==> src/rtl/rx_pkg.sv <==
// Shared constants and types for the serial-to-parallel word receiver.
package rx_pkg;

  localparam int   DEFAULT_WORD_BITS = 8;
  localparam logic SHIFT_MSB_FIRST   = 1'b1;
  localparam logic SHIFT_LSB_FIRST   = 1'b0;

  // Occupancy of the output holding register.
  typedef enum logic {
    HOLD_EMPTY = 1'b0,
    HOLD_FULL  = 1'b1
  } hold_state_e;

endpackage

==> src/rtl/stp_word_rx_if.sv <==
// Serial input and parallel output handshake bundle of the word receiver.
interface stp_word_rx_if
  import rx_pkg::*;
#(
  parameter int NUM_BITS = DEFAULT_WORD_BITS
) ();

  localparam int CW = $clog2(NUM_BITS + 1);

  logic                shift_enable;
  logic                serial_in;
  logic                clear;
  logic                out_ready;
  logic [NUM_BITS-1:0] parallel_out;
  logic                out_valid;
  logic                overrun;
  logic [CW-1:0]       bit_count;

  // Producer of serial bits and consumer of parallel words.
  modport master (
    output shift_enable, serial_in, clear, out_ready,
    input  parallel_out, out_valid, overrun, bit_count
  );

  // The receiver itself.
  modport slave (
    input  shift_enable, serial_in, clear, out_ready,
    output parallel_out, out_valid, overrun, bit_count
  );

endinterface

==> src/rtl/flex_stp_sr.sv <==
// Flexible serial-to-parallel shift register; idles at all ones.
module flex_stp_sr
  import rx_pkg::*;
#(
  parameter int   NUM_BITS  = DEFAULT_WORD_BITS,
  parameter logic SHIFT_MSB = SHIFT_MSB_FIRST
) (
  input  logic                clk,
  input  logic                rst,
  input  logic                shift_enable,
  input  logic                serial_in,
  input  logic                clear,
  output logic [NUM_BITS-1:0] parallel
);

  logic [NUM_BITS-1:0] shifted;

  generate
    if (SHIFT_MSB) begin : g_msb
      assign shifted = {parallel[NUM_BITS-2:0], serial_in};
    end else begin : g_lsb
      assign shifted = {serial_in, parallel[NUM_BITS-1:1]};
    end
  endgenerate

  // Reset and clear both return to all ones; clear beats a same-cycle shift.
  always_ff @(posedge clk) begin
    if (rst || clear) begin
      parallel <= '1;
    end else if (shift_enable) begin
      parallel <= shifted;
    end
  end

endmodule

==> src/rtl/stp_word_rx.sv <==
// Word receiver: bit counter, completion detect, holding register and handshake.
module stp_word_rx
  import rx_pkg::*;
#(
  parameter int   NUM_BITS  = DEFAULT_WORD_BITS,
  parameter logic SHIFT_MSB = SHIFT_MSB_FIRST
) (
  input logic          clk,
  input logic          rst,
  stp_word_rx_if.slave bus
);

  localparam int            CW       = $clog2(NUM_BITS + 1);
  localparam logic [CW-1:0] LAST_BIT = CW'(NUM_BITS - 1);

  logic [NUM_BITS-1:0] sr_word;
  logic [NUM_BITS-1:0] word_done;
  logic [NUM_BITS-1:0] hold_word;
  logic [CW-1:0]       bit_count;
  logic                overrun;
  logic                sample;
  logic                complete;
  logic                load;
  logic                drop;
  hold_state_e         state;
  hold_state_e         state_next;

  flex_stp_sr #(
    .NUM_BITS  (NUM_BITS),
    .SHIFT_MSB (SHIFT_MSB)
  ) u_sr (
    .clk          (clk),
    .rst          (rst),
    .shift_enable (bus.shift_enable),
    .serial_in    (bus.serial_in),
    .clear        (bus.clear),
    .parallel     (sr_word)
  );

  // The completed word is what the shift register is about to become.
  generate
    if (SHIFT_MSB) begin : g_done_msb
      assign word_done = {sr_word[NUM_BITS-2:0], bus.serial_in};
    end else begin : g_done_lsb
      assign word_done = {bus.serial_in, sr_word[NUM_BITS-1:1]};
    end
  endgenerate

  assign sample   = bus.shift_enable && !bus.clear;
  assign complete = sample && (bit_count == LAST_BIT);

  // Bit counter runs 0..NUM_BITS-1 and wraps on the completing sample.
  always_ff @(posedge clk) begin
    if (rst || bus.clear) begin
      bit_count <= '0;
    end else if (sample) begin
      bit_count <= complete ? '0 : bit_count + CW'(1);
    end
  end

  // Holding register occupancy state.
  always_ff @(posedge clk) begin
    if (rst) begin
      state <= HOLD_EMPTY;
    end else begin
      state <= state_next;
    end
  end

  // Decide whether a completed word is loaded, dropped, or the slot drains.
  always_comb begin
    state_next = state;
    load       = 1'b0;
    drop       = 1'b0;
    case (state)
      HOLD_EMPTY: begin
        if (complete) begin
          load       = 1'b1;
          state_next = HOLD_FULL;
        end
      end
      HOLD_FULL: begin
        if (complete) begin
          if (bus.out_ready) begin
            load = 1'b1;
          end else begin
            drop = 1'b1;
          end
        end else if (bus.out_ready) begin
          state_next = HOLD_EMPTY;
        end
      end
      default: state_next = HOLD_EMPTY;
    endcase
  end

  // Holding register keeps the last accepted word until the next load.
  always_ff @(posedge clk) begin
    if (rst) begin
      hold_word <= '1;
    end else if (load) begin
      hold_word <= word_done;
    end
  end

  // Sticky overrun flag, set when a completed word finds the slot occupied.
  always_ff @(posedge clk) begin
    if (rst || bus.clear) begin
      overrun <= 1'b0;
    end else if (drop) begin
      overrun <= 1'b1;
    end
  end

  assign bus.parallel_out = hold_word;
  assign bus.out_valid    = (state == HOLD_FULL);
  assign bus.overrun      = overrun;
  assign bus.bit_count    = bit_count;

endmodule
==> src/flat_wrapper.sv <==
// flat-port wrapper written by rule: the top's interface ports become plain ports
module stp_word_rx_flat import rx_pkg::*;
#(
  parameter int   NUM_BITS  = DEFAULT_WORD_BITS,
  parameter logic SHIFT_MSB = SHIFT_MSB_FIRST
)
  (clk, rst, bus_shift_enable, bus_serial_in, bus_clear, bus_out_ready, bus_parallel_out, bus_out_valid, bus_overrun, bus_bit_count);
  stp_word_rx_if #(.NUM_BITS(NUM_BITS)) bus_i ();
  input logic clk;
  input logic rst;
  input wire logic [$bits(bus_i.shift_enable)-1:0] bus_shift_enable;
  input wire logic [$bits(bus_i.serial_in)-1:0] bus_serial_in;
  input wire logic [$bits(bus_i.clear)-1:0] bus_clear;
  input wire logic [$bits(bus_i.out_ready)-1:0] bus_out_ready;
  output wire logic [$bits(bus_i.parallel_out)-1:0] bus_parallel_out;
  output wire logic [$bits(bus_i.out_valid)-1:0] bus_out_valid;
  output wire logic [$bits(bus_i.overrun)-1:0] bus_overrun;
  output wire logic [$bits(bus_i.bit_count)-1:0] bus_bit_count;
  assign bus_i.shift_enable = bus_shift_enable;
  assign bus_i.serial_in = bus_serial_in;
  assign bus_i.clear = bus_clear;
  assign bus_i.out_ready = bus_out_ready;
  assign bus_parallel_out = bus_i.parallel_out;
  assign bus_out_valid = bus_i.out_valid;
  assign bus_overrun = bus_i.overrun;
  assign bus_bit_count = bus_i.bit_count;
  stp_word_rx #(.NUM_BITS(NUM_BITS), .SHIFT_MSB(SHIFT_MSB)) u_core (.clk(clk), .rst(rst), .bus(bus_i));
endmodule
==> config.mk <==
export PLATFORM = sky130hd
export DESIGN_NAME = stp_word_rx_flat
export DESIGN_NICKNAME = d
export VERILOG_FILES = /design/src/rtl/rx_pkg.sv /design/src/rtl/stp_word_rx_if.sv /design/src/rtl/flex_stp_sr.sv /design/src/rtl/stp_word_rx.sv /design/src/flat_wrapper.sv
export SDC_FILE = /design/constraint.sdc
export NUM_CORES = 1
export LEC_CHECK = 0
export CAP_MARGIN = 20
export CORE_ASPECT_RATIO = 1.4
export CORE_UTILIZATION = 45
export CTS_CLUSTER_SIZE = 40
export DETAILED_ROUTE_END_ITERATION = 12
export MAX_ROUTING_LAYER = met4
export PLACE_DENSITY_LB_ADDON = 0.05
export SETUP_SLACK_MARGIN = 0.05
export SYNTH_ARGS = -nofsm -noshare
export SYNTH_HDL_FRONTEND = slang
export SYNTH_SLANG_ARGS = --single-unit
==> constraint.sdc <==
create_clock -name clk -period 1.6 [get_ports clk]
set_clock_uncertainty 0.15 [all_clocks]
set_input_delay 0.16 -clock clk [delete_from_list [all_inputs] [get_ports clk]]
set_output_delay 0.16 -clock clk [all_outputs]
set_load 0.02 [all_outputs]
* Word-level counts from Yosys, hierarchy flattened *
Index checks and enable logic that the tools add are counted.
W data, S select, Z words.

operators by class
  bitwise operators = 1
  equal/unequal tests = 1
  multiplexer cells = 10
  add/subtract/negate cells = 1
  reduce and logical (&&, ||, !) cells = 4

operator list
  kind                   count
  $mux W1                7
  $add A4 B1 Y4 const B  1
  $eq A4 B3 Y1 const B   1
  $mux W4                1
  $pmux W1 S2            2
  $logic_and A1 B1 Y1    2
  $logic_not A1 Y1       1
  $logic_or A1 B1 Y1     1
  $not A1 Y1             1

storage, ports and cells
  output and inout bits = 14
  input port bits = 6
  logic and storage cells = 22
  flip-flop bits (word level) = 21

* Longest topological paths before layout *
Gate-level depths: netlist of run 1.

  word-level depth = 5
  depth in mapped cells = 5
  depth with buffers taken out = 4

* Hierarchy *
Synthesis of run 1 repeated with hierarchy kept, for this count alone.

unflattened totals
  cell total of the unflattened synthesis = 89
  area, all modules = 887.1 um^2

by module, submodules not included
  module       cells each  area each (um^2)  sequential area each (um^2)  instances
  stp_word_rx  63          599.3             280.3                        1
  flex_stp_sr  26          287.8             160.2                        1

* Worst setup path before layout of run 1 *
Ideal clock, no wire load.

  path type = register to register
  from = register u_core.bit_count[1], in the netlist u_core.bus.bit_count[1]
  to = register u_core.hold_word[0], in the netlist u_core.bus.parallel_out[0]
  path slack = 63 ps
  setup time = 72 ps
  buffers on the path = 1
  data required time = 1,378 ps
  arrival time = 1,315 ps
  stages on the path, launching flop included = 6
  cell sequence = dfxtp_1 -> ha_1 -> nand2b_1 -> nor3b_1 -> buf_4 -> mux2i_1

on the way
  word-level cells in the longest chain between the ends = 4
  elaborated cells between the ends (all ways) = 5
  those cells by class = eq/ne (1); mux (3); reduce/logical (1)

ends and longest elaborated chain
  element                            RTL line                              source
  start: declaration                 stp_word_rx.sv:19                     logic [CW-1:0] bit_count;
  start signal: assignment           stp_word_rx.sv:57                     bit_count <= complete ? '0 : bit_count + CW'(1);
  $eq A4 B3 Y1 (*)                   stp_word_rx.sv:50                     assign complete = sample && (bit_count == LAST_BIT);
  $logic_and A1 B1 Y1 (*)            stp_word_rx.sv:50
  $mux W1, on equally long branches  stp_word_rx.sv:83, stp_word_rx.sv:77
  $pmux W1 S2 (*)                    stp_word_rx.sv:75                     case (state)
  end signal: assignment             stp_word_rx.sv:102                    hold_word <= word_done;
  end: declaration                   stp_word_rx.sv:18                     logic [NUM_BITS-1:0] hold_word;

Mark *: on every way between the ends. The rest lies on a longest branch, timed or not.
A chain may end at the register's enable or synchronous reset.

* Final worst setup path of run 1 *
  from = register u_core.bit_count[0], in the netlist u_core.bus.bit_count[0]
  to = register u_core.bit_count[3], in the netlist u_core.bus.bit_count[3]

on the way
  word-level cells in the longest chain between the ends = 3
  elaborated cells between the ends (all ways) = 4
  those cells by class = add/sub (1); eq/ne (1); mux (1); reduce/logical (1)

ends and longest elaborated chain
  element                                                                RTL line
  parallel branches: the longest is 2 deep, another holds $add A4 B1 Y4  --
  $mux W4 (*)                                                            stp_word_rx.sv:57

Mark *: on every way between the ends.

==> results.txt, run 1 <==
The maximum resistive drop on vdd came out at about 0.75 mV. The standard-cell row count is 18. The min-delay analysis places its worst path in the category register to register. The area of the die is 2030 um2.

The ratio of routed vias to standard cells came out at between 4 and 5. The final weighted congestion in routability-driven placement came out at just under 0.7. The overall fraction of global-route tracks in use came out at roughly 17%. The maximum count of clock buffers along a single path is 2. The number of hold violations in the final report is 0.

The fraction of final layout cells with drive strength greater than 1 came out at around 15%. The number of global-route vias before repair is between 500 and 600. The maximum number of pins on one net before global-route repair came out at 13. The total negative slack for setup checks is 0 ps. The number of clock sinks seen by CTS is 21. The initial antenna violation count came out at 0. The final design area excluding fillers came out at 1120 um2. The depth of the most critical reg-to-reg path is 3.

Once placement completed, the tool counted placed cells totaling ~130. The final period utilization is 89.9%. The static power due to leakage came out at roughly 0.45 nW. The run finished with clean final reports. Summing the sequential cell areas from Yosys gives roughly half of the chip area. The unique cell type count in the Yosys netlist is 20. The power density relative to cell area came out at about 750 nW/um2. The floorplan step defined a core boundary enclosing ~1800 um2. In this run the cell area of the synthesized design comes to around 830 um2.

The total number of yosys warnings came out at 0. The clock tree from TritonCTS is yes. The detail-routed net length per standard cell came out at approximately 11 um. The detailed router's first-iteration violation count is 4. The number of antenna-violating nets in the routed design is 0. The post-synthesis average cell area came out at roughly 9.8 um2. The iteration count of the initial detailed-routing pass came out at 4. Walking the worst path, the cells encountered are ha_1 -> or4_1 -> a21boi_1. The die outline width came out at between 30 and 40 um. The largest fanout of any net on the critical path is 4. The post-detailed-route DRC marker count came out at 0. Detailed placement finished with a half-perimeter wire length of between 1000 and 1500 um.

The number of nets in the finished design is 121. The minimum period implied by the final worst setup slack came out at approximately 1400 ps. Across the run, the number of max-cap violations was 0. The count of boundary I/O pins came out at 20.

The slowest library cell on the worst path is sky130_fd_sc_hd__or4_1. The count of buffers inserted at the top-level ports came out at 19. The actual slew at the worst max-slew pin is about 300 ps. The clock-pin slew on the worst setup and hold paths is about 120 ps. The number of standard cells after synthesis is 85. The area growth from synthesis to layout is 34.0%.

The height of the chip came out at ~53 um. The hold path depth is 1. The final global-route overflow total is 0. Cells fill a little under two thirds of the core in the end. The number of antenna repair diodes is 0. The endpoint required time on the critical path came out at approximately 1700 ps.

The count of H-tree levels built during CTS came out at 1. STA classifies the critical path endpoint as a register. Setup repair after global routing left no endpoint under its margin. The final non-filler cell total came out at between 100 and 150. The worst endpoint data arrival time is 1520 ps. The max-slew violation total from the final report is 0. The via count of the routed design came out at between 600 and 700.

The placed instance area is 1090 um2. The top cell types in the final layout, fill and taps aside, are sky130_fd_sc_hd__dfxtp_1 (19), sky130_fd_sc_hd__nor2_1 (18), sky130_fd_sc_hd__mux2i_1 (16). The kind of start point of the critical path is a register. The largest stage delay on the critical path is between 500 and 600 ps. The wire length of the first global-routing pass came out at roughly 2400 um. CTS placed an instance of sky130_fd_sc_hd__clkbuf_4 at the clock tree root. Hold repair after CTS inserted 0 buffers. The critical path is of the register to register type.

The effective utilization at floorplan is a little under half. The number of failing setup endpoints in the final timing report is 0. Measured against its own limit, the worst slew margin works out to between 80% and 90%. For the worst-skew pair, the clock arrives at the later sink with an insertion delay of 290 ps. The number of nets in the synthesized netlist came out at 92.

The number of CTS-inserted buffers is 3. The total wire length came out at 1500 um. The highest attainable clock frequency came out at a little under 700 MHz.

The library cell used most frequently in the layout, excluding fill and tap cells, is sky130_fd_sc_hd__dfxtp_1. The worst hold margin is between 300 and 400 ps. The synthesis-stage register bit count is 21.
==> routing by layer <==
metal / global-route usage (%) / share of wire (%) / wire length [um] / vias up
li1: - / - / - / 345
met4: 5.17 / 0 / 0 / 0
met2: 28.2 / 50 / 755 / 9
met3: 3.78 / 2.7 / 40 / 0
met1: 20.0 / 47 / 704 / 303
met5: - / 0 / 0 / -
==> power by group <==
part	total, mW	switching (mW)	leakage, nW	internal, mW
clock network	0.249	0.156	0.0177	0.0929
registers	0.528	0.00246	0.171	0.526
logic	0.0582	0.0278	0.264	0.0303
==> cell type report <==
type                    count  area [um2]
clock buffers               3        22.5
well taps                  20        25.0
repair buffers             28         244
flip-flops and latches     21         423
multi-input cells          59         395
clock inverters             1        5.00
fillers                   162         638
inverters                   1        3.75
==> flip-flops by register name, summed over array words and instances, names as in the netlist <==
name and cells:
u_core.bus.parallel_out 8, u_core.bus.out_valid 1, u_core.bus.bit_count 4, u_core.u_sr.parallel 7, u_core.bus.overrun 1
==> final timing paths <==
| path | to | slack, ps | start |
|---|---|---|---|
| worst max-delay path | u_core.bus.bit_count[3]$_SDFFE_PP0P_ | 160 | u_core.bus.bit_count[0]$_SDFFE_PP0P_ |
| worst min-delay path | u_core.bus.overrun$_SDFFE_PP0P_ | 330 | u_core.bus.overrun$_SDFFE_PP0P_ |
| worst max register to register | u_core.bus.bit_count[3]$_SDFFE_PP0P_ | 160 | u_core.bus.bit_count[0]$_SDFFE_PP0P_ |
| worst min register to register | u_core.bus.overrun$_SDFFE_PP0P_ | 330 | u_core.bus.overrun$_SDFFE_PP0P_ |
==> Yosys cell counts <==
cell	count	area (um2)
sky130_fd_sc_hd__nand3b_4	1	20.0
sky130_fd_sc_hd__xor2_1	1	8.76
sky130_fd_sc_hd__nor2_1	18	67.6
sky130_fd_sc_hd__o2111ai_1	1	8.76
sky130_fd_sc_hd__nor3b_1	1	7.51
sky130_fd_sc_hd__inv_1	1	3.75
sky130_fd_sc_hd__or4_1	1	7.51
sky130_fd_sc_hd__o41ai_1	1	8.76
sky130_fd_sc_hd__clkbuf_1	2	7.51
sky130_fd_sc_hd__o21a_1	2	15.0
sky130_fd_sc_hd__buf_2	1	5.00
sky130_fd_sc_hd__nand2b_1	2	12.5
sky130_fd_sc_hd__dfxtp_1	21	420
sky130_fd_sc_hd__buf_4	1	7.51
sky130_fd_sc_hd__a21boi_1	1	7.51
sky130_fd_sc_hd__ha_1	1	12.5
sky130_fd_sc_hd__mux2i_1	16	160
sky130_fd_sc_hd__nand2_1	9	33.8
sky130_fd_sc_hd__nor3_1	3	15.0
sky130_fd_sc_hd__o21ai_0	1	5.00
==> worst max-delay path: cells and delay by family (launching register included) <==
| kind | cells | cell delay [ps] |
|---|---|---|
| DFF | 1 | 350 |
| adders and majority gates | 1 | 220 |
| and+or+nand+nor | 1 | 520 |
| AOI/OAI and AO/OA | 1 | 130 |
==> logic make-up after synthesis <==
logic type / after synthesis / share of synthesized area [%]
multiplexers: 16 / 19.2
XOR/XNOR: 1 / 1.05
adder cells (fa/ha/maj): 1 / 1.50
AND/OR/NAND/NOR: 35 / 19.6
buffers and inverters: 5 / 2.85
flip-flops: 21 / 50.4
AO/OA/AOI/OAI: 6 / 5.40
==> repair_timing <==
action                                  CTS  global route
endpoints found under the setup margin   21             8
buffers inserted                          0             1
pin swaps                                 0             0
gates cloned                              0             0
gates resized for setup                  16             2
hold endpoints to repair                  0             0
==> metrics by stage <==
step / setup slack [ps] / power [mW]
2_1_floorplan: 63.3 / 0.568
3_3_place_gp: -22.1 / 0.599
3_5_place_dp: -42.1 / 0.600
4_1_cts: 70.4 / 0.850
5_1_grt: 86.2 / 0.879
6_report: 162 / 0.835
Power figures use the tool's default switching activity.
==> inputs of run 2 (changes only) <==
- CORE_ASPECT_RATIO: 1.4 -> default
==> run 2 against run 1 <==
Compared with the run above: hold slack worse by 6.1 ps; die area is 0.12% lower; maximum frequency shrank 1.3%; count of clock-buffer cells in the layout increased by 1; global-route usage grew 1.2 points; critical endpoint is now u_core.bus.parallel_out[1]$_SDFFE_PP1P_; final cell count increased by 4.5%; largest cell class unchanged; sequential cell count stayed put; sequential power about the same; non-clock buffer count rose by 1.
==> results.txt, run 2 (synthesis results as in run 1) <==
The overall fraction of global-route tracks in use was 18.1% (was 16.9%). The post-layout utilization of the core is 65.5% (was 63.7%). The area of the die is 2030 um2 (about the same). The half-perimeter wire length after placement is 1160 um (was 1110 um).

The clock-pin slew on the worst setup and hold paths is 110 ps (was 120 ps). The total wire length was 1610 um (was 1500 um). The post-detailed-route DRC marker count is 0 (unchanged). Most frequent cells in the layout: sky130_fd_sc_hd__dfxtp_1 (19), sky130_fd_sc_hd__nor2_1 (18), sky130_fd_sc_hd__mux2i_1 (16) (unchanged). The power density relative to cell area came out at 744 nW/um2 (was 746 nW/um2). The final global-route overflow total was 0 (unchanged).

The class of the tightest hold or removal check was register to register (unchanged). The count of H-tree levels built during CTS came out at 1 (unchanged). The number of hold violations in the final report came to 0 (unchanged). The max-capacitance violation count was 0 (unchanged).

The kind of critical path is register to register (unchanged). The number of CTS-inserted buffers was 3 (unchanged). The standard-cell row count came out at 15 (was 18). The ratio of routed vias to standard cells is 4.94 (about the same). The final weighted congestion in routability-driven placement is 0.815 (was 0.682). The clock tree from TritonCTS is yes (unchanged). The max-slew violation total from the final report is 0 (unchanged). The via count of the routed design came out at 686 (was 657). The maximum resistive drop on vdd is 0.443 mV (was 0.749 mV). The endpoint required time on the critical path is 1690 ps (was 1680 ps). The number of antenna repair diodes came out at 0 (unchanged). The number of failing setup endpoints in the final timing report came to 0 (unchanged).

The detail-routed net length per standard cell came out at 11.6 um (was 11.3 um). The flip-flop count of the largest register, all copies and words added was 8 (unchanged). The endpoint type of the worst setup path is a register (unchanged). The critical register-to-register path startpoint is u_core.bus.bit_count[0]$_SDFFE_PP0P_ (unchanged). The highest attainable clock frequency came out at 687 MHz (was 695 MHz). The relative max-transition margin is 81.6% (was 80.0%). The worst endpoint data arrival time is 1540 ps (was 1520 ps). RSZ-0062 raised after global routing: yes (was no).

The fraction of final layout cells with drive strength greater than 1 is 14.9% (was 15.0%). The die outline width is 45.1 um (was 38.4 um). The number of global-route vias before repair is 580 (was 562). The maximum count of clock buffers along a single path is 2 (unchanged). The largest fanout of any net on the critical path came out at 8 (was 4). The iteration count of the initial detailed-routing pass is 4 (unchanged). The clock latency at the later pin of the worst-skew pair came to 300 ps (was 290 ps). The height of the chip came out at 45.1 um (was 53.0 um). The actual slew at the worst max-slew pin is 272 ps (was 299 ps). The detailed router's first-iteration violation count came to 7 (was 4). The combined area of the multi-input logic cells was 395 um2 (unchanged). The total negative slack for setup checks was 0 ps (unchanged). The effective utilization at floorplan came out at 48.3% (was 47.5%). The filler cell count in the final layout came out at 163 (was 162). The number of clock sinks seen by CTS was 21 (unchanged). The growth of design area from synthesis to finish is 35.5% (was 34.0%). The placed instance area came out at 1110 um2 (was 1090 um2). The launching element of the worst setup path is u_core.bus.bit_count[0]$_SDFFE_PP0P_ (unchanged). The count of boundary I/O pins came to 20 (unchanged).

The minimum setup slack among reg-to-reg paths is 140 ps (was 160 ps). Outcome: complete, no violations (unchanged). The final period utilization is 91.0% (was 89.9%). The maximum number of pins on one net before global-route repair is 15 (was 13).

The initial antenna violation count came out at 0 (unchanged). The depth of the most critical reg-to-reg path was 5 (was 3). The minimum period implied by the final worst setup slack is 1460 ps (was 1440 ps). The quantity of hold-fixing buffers added after cts is 0 (unchanged). The root buffer selected by CTS is sky130_fd_sc_hd__clkbuf_4 (unchanged).

The kind of start point of the critical path is a register (unchanged). The critical register-to-register path endpoint is u_core.bus.parallel_out[1]$_SDFFE_PP1P_ (was u_core.bus.bit_count[3]$_SDFFE_PP0P_). The number of nets in the finished design was 122 (was 121). The number of antenna-violating nets in the routed design is 0 (unchanged). The static power due to leakage is 0.469 nW (was 0.453 nW). The commonest non-fill, non-tap cell in the layout is sky130_fd_sc_hd__dfxtp_1 (unchanged). The wire length of the first global-routing pass came to 2540 um (was 2360 um). The final design area excluding fillers came out at 1130 um2 (was 1120 um2).

The footprint of the flip-flops and latches came out at 423 um2 (unchanged). The end point of the critical path is u_core.bus.parallel_out[1]$_SDFFE_PP1P_ (was u_core.bus.bit_count[3]$_SDFFE_PP0P_). The count of buffers inserted at the top-level ports was 19 (unchanged).

The floorplan core area is 1730 um2 (was 1760 um2).
==> run 2: power by group <==
part	total, mW	internal (mW)	switching, mW
Combinational	0.0615	0.0319	0.0296
Clock	0.251	0.0971	0.154
Sequential	0.528	0.526	0.00276
Total	0.841	0.655	0.187
==> run 2: worst min path at each step <==
stage	depth (start not counted)	slack, ps	from	to
after floorplan	1	90	bus_clear	u_core.bus.bit_count[1]$_SDFFE_PP0P_
after global placement	1	300	u_core.bus.overrun$_SDFFE_PP0P_	u_core.bus.overrun$_SDFFE_PP0P_
after detailed placement	1	300	u_core.bus.overrun$_SDFFE_PP0P_	u_core.bus.overrun$_SDFFE_PP0P_
after CTS	1	330	u_core.bus.overrun$_SDFFE_PP0P_	u_core.bus.overrun$_SDFFE_PP0P_
after global routing	1	350	u_core.bus.overrun$_SDFFE_PP0P_	u_core.bus.overrun$_SDFFE_PP0P_
final	1	320	u_core.bus.overrun$_SDFFE_PP0P_	u_core.bus.overrun$_SDFFE_PP0P_
==> run 2: timing repair <==
item,CTS,global route
gates resized for setup,14,3
setup buffers,0,0
setup endpoints to repair,16,9
==> run 2: final cells by class <==
class                           count  area share (%)
Multi-Input combinational cell     59            35.0
Clock buffer                        4            2.32
Timing Repair Buffer               29            22.2
Tap cell                           25            2.77
Sequential cell                    21            37.4
Inverter                            1           0.332
==> run 2: worst max-delay path, stage by stage (launching register included) <==
cell                       delay, ps
sky130_fd_sc_hd__dfxtp_2         370
sky130_fd_sc_hd__ha_1            200
sky130_fd_sc_hd__nand2b_1        100
sky130_fd_sc_hd__nor3b_2         160
sky130_fd_sc_hd__buf_4           210
sky130_fd_sc_hd__mux2i_1         200
==> run 2: metal layers <==
metal	wire, um	global-route usage (%)	vias to the layer above
met4	39	10.9	0
li1	-	-	347
met1	708	22.1	318
met5	0	-	-
met3	69	2.80	4
met2	789	28.1	17
==> run 2: stage by stage <==
step | power [mW] | worst slack (ps) | std cells | hold slack [ps]
floorplan | 0.568 | 63.3 | 85 | 86.8
global placement | 0.601 | -19.8 | 135 | 299
detailed placement | 0.603 | -42.3 | 135 | 305
CTS | 0.848 | 50.2 | 139 | 327
global route | 0.877 | 46.8 | 139 | 350
finish | 0.841 | 143 | 139 | 321
==> inputs of run 3 (changes only) <==
- CORE_UTILIZATION: 45 -> 58
- DONT_BUFFER_PORTS: default -> 1
==> run 3 against run 2 <==
Compared with the run above: the flow now finishes with violations (hold timing); hold slack got worse by 510 ps; sequential cell count unchanged; first-iteration DRC count unchanged; utilization increased by 12 points; sequential power about the same; global-route usage increased by 4.8 points; largest cell class unchanged; setup slack got worse by 3.1 ps; sequential share of layout area increased by 3.7 points; maximum frequency decreased by 0.21%; critical endpoint is now u_core.bus.parallel_out[5]$_SDFFE_PP1P_.
==> results.txt, run 3 (synthesis results as in run 1) <==
The max-capacitance violation count came to 0 (unchanged). The maximum number of pins on one net before global-route repair came out at 21 (was 15). The post-detailed-route DRC marker count came to 0 (unchanged).

The die outline width came out at 39.9 um (was 45.1 um). The largest fanout of any net on the critical path came to 8 (unchanged). The clock tree from TritonCTS was yes (unchanged). The clock-pin slew on the worst setup and hold paths came out at 100 ps (was 110 ps). The quantity of hold-fixing buffers added after cts is 11 (was 0).

The clock latency at the later pin of the worst-skew pair came out at 290 ps (was 300 ps). The highest attainable clock frequency is 685 MHz (was 687 MHz). Most frequent cells in the layout: sky130_fd_sc_hd__dfxtp_1 (20), sky130_fd_sc_hd__nor2_1 (18), sky130_fd_sc_hd__mux2i_1 (16) (was sky130_fd_sc_hd__dfxtp_1 (19), sky130_fd_sc_hd__nor2_1 (18), sky130_fd_sc_hd__mux2i_1 (16)). The root buffer selected by CTS is sky130_fd_sc_hd__clkbuf_4 (unchanged).

The detailed router's first-iteration violation count came to 7 (unchanged). The maximum count of clock buffers along a single path came out at 2 (unchanged). The endpoint type of the worst setup path is a register (unchanged). The wire length of the first global-routing pass is 2250 um (was 2540 um). The number of antenna-violating nets in the routed design was 0 (unchanged). The footprint of the flip-flops and latches is 422 um2 (was 423 um2).

The filler cell count in the final layout is 90 (was 163). The final reports fail on hold timing. The number of buffers added for setup after CTS came out at 0 (unchanged). The area of the die came to 1590 um2 (was 2030 um2).

The flip-flop count of the largest register, all copies and words added is 8 (unchanged). The final global-route overflow total is 0 (unchanged). The number of antenna repair diodes was 0 (unchanged). The number of global-route vias before repair is 555 (was 580). The iteration count of the initial detailed-routing pass is 4 (unchanged). The minimum setup slack among reg-to-reg paths is 140 ps (about the same). The minimum period implied by the final worst setup slack was 1460 ps (about the same). The initial antenna violation count came to 0 (unchanged). The floorplan core area is 1320 um2 (was 1730 um2). The count of buffers inserted at the top-level ports is 0 (was 19).

The overall fraction of global-route tracks in use came to 22.9% (was 18.1%). The kind of critical path is register to register (unchanged). The effective utilization at floorplan came out at 63.3% (was 48.3%). The actual slew at the worst max-slew pin was 672 ps (was 272 ps).

The worst endpoint data arrival time is 1540 ps (about the same). The total negative slack for setup checks was 0 ps (unchanged). The combined area of the multi-input logic cells came out at 395 um2 (unchanged). The final weighted congestion in routability-driven placement is 0.696 (was 0.815). The ratio of routed vias to standard cells is 5.41 (was 4.94). The standard-cell row count was 13 (was 15).

The worst hold margin came out at -191 ps (was 321 ps). The relative max-transition margin came out at 55.2% (was 81.6%). The overall power of the completed layout is 0.810 mW (was 0.841 mW). The count of H-tree levels built during CTS is 1 (unchanged). The max-slew violation total from the final report came to 0 (unchanged).

The detail-routed net length per standard cell came out at 13.2 um (was 11.6 um). The class of the tightest hold or removal check was primary input to register (was register to register). The number of nets in the finished design is 110 (was 122). The total wire length is 1540 um (was 1610 um). The via count of the routed design is 633 (was 686).

The growth of design area from synthesis to finish is 23.1% (was 35.5%). The half-perimeter wire length after placement is 977 um (was 1160 um). The endpoint required time on the critical path was 1680 ps (was 1690 ps).

The power density relative to cell area is 789 nW/um2 (was 744 nW/um2). The count of boundary I/O pins came out at 20 (unchanged). The kind of start point of the critical path is a register (unchanged). The static power due to leakage was 0.429 nW (was 0.469 nW). The number of CTS-inserted buffers is 3 (unchanged). The height of the chip is 39.9 um (was 45.1 um). The commonest non-fill, non-tap cell in the layout is sky130_fd_sc_hd__dfxtp_1 (unchanged).

The number of failing setup endpoints in the final timing report is 0 (unchanged). The number of clock sinks seen by CTS is 21 (unchanged). The fraction of final layout cells with drive strength greater than 1 is 11.8% (was 14.9%). RSZ-0062 raised after global routing: no (was yes). The final period utilization is 91.2% (was 91.0%).

The post-layout utilization of the core came out at 78.0% (was 65.5%). Outcome: finished with violations (was complete, no violations). The maximum resistive drop on vdd is 0.672 mV (was 0.443 mV).

The number of hold violations in the final report came out at 4 (was 0).
==> run 3: cell count changes in the layout (fill, tap and decap cells not counted), sizes merged <==
cell / change
clkdlybuf4s50: -5
buf: -4
dlymetal6s2s: -1
dlymetal6s4s: +1
dlygate4sd2: -13
dlygate4sd3: +10
==> run 3: cell type report <==
class	instances	area share, %
multi-input cells	59	38.5
clock buffers	4	2.56
well taps	15	1.83
repair buffers	17	15.7
flip-flops and latches	21	41.0
inverters	1	0.365
==> run 3: critical path, stage by stage, from the launching register on <==
cell and delay [ps]:
sky130_fd_sc_hd__dfxtp_1 350, sky130_fd_sc_hd__ha_1 190, sky130_fd_sc_hd__nand2b_1 120, sky130_fd_sc_hd__nor3b_2 200
sky130_fd_sc_hd__buf_6 180, sky130_fd_sc_hd__mux2i_1 200
==> run 3: repair_timing <==
action	CTS	global route
resized for setup	0	4
hold endpoints to repair	21	4
setup endpoints to repair	0	16
==> run 3: final timing paths <==
path | depth (start not counted) | start | endpoint
max | 5 | u_core.bus.bit_count[0]$_SDFFE_PP0P_ | u_core.bus.parallel_out[5]$_SDFFE_PP1P_
max reg2reg | 5 | u_core.bus.bit_count[0]$_SDFFE_PP0P_ | u_core.bus.parallel_out[5]$_SDFFE_PP1P_
min reg2reg | 2 | u_core.u_sr.parallel[1]$_SDFFE_PP1P_ | u_core.bus.parallel_out[2]$_SDFFE_PP1P_
min | 1 | bus_shift_enable | u_core.bus.bit_count[0]$_SDFFE_PP0P_
==> run 3: stage by stage <==
stage | std cells | setup WS (ps) | area [um2] | hold WS, ps
after floorplan | 85 | 63.3 | 835 | 86.8
after global placement | 102 | 178 | 878 | 85.5
after detailed placement | 102 | 119 | 878 | 85.7
after CTS | 117 | 68.7 | 1010 | -210
after global routing | 117 | 64.8 | 1030 | -202
final | 117 | 140 | 1030 | -191
==> run 3: per-layer routing <==
metal | global-route usage, % | vias to the layer above | wire (um)
met1 | 24.6 | 296 | 670
li1 | - | 320 | -
met5 | - | - | 0
met2 | 39.9 | 15 | 780
met4 | 12.9 | 0 | 17
met3 | 3.33 | 2 | 74
==> run 3: where the power goes <==
part | switching, mW | internal [mW]
combinational | 0.0207 | 0.0225
sequential | 0.00181 | 0.525
clock | 0.143 | 0.0970
total | 0.166 | 0.645
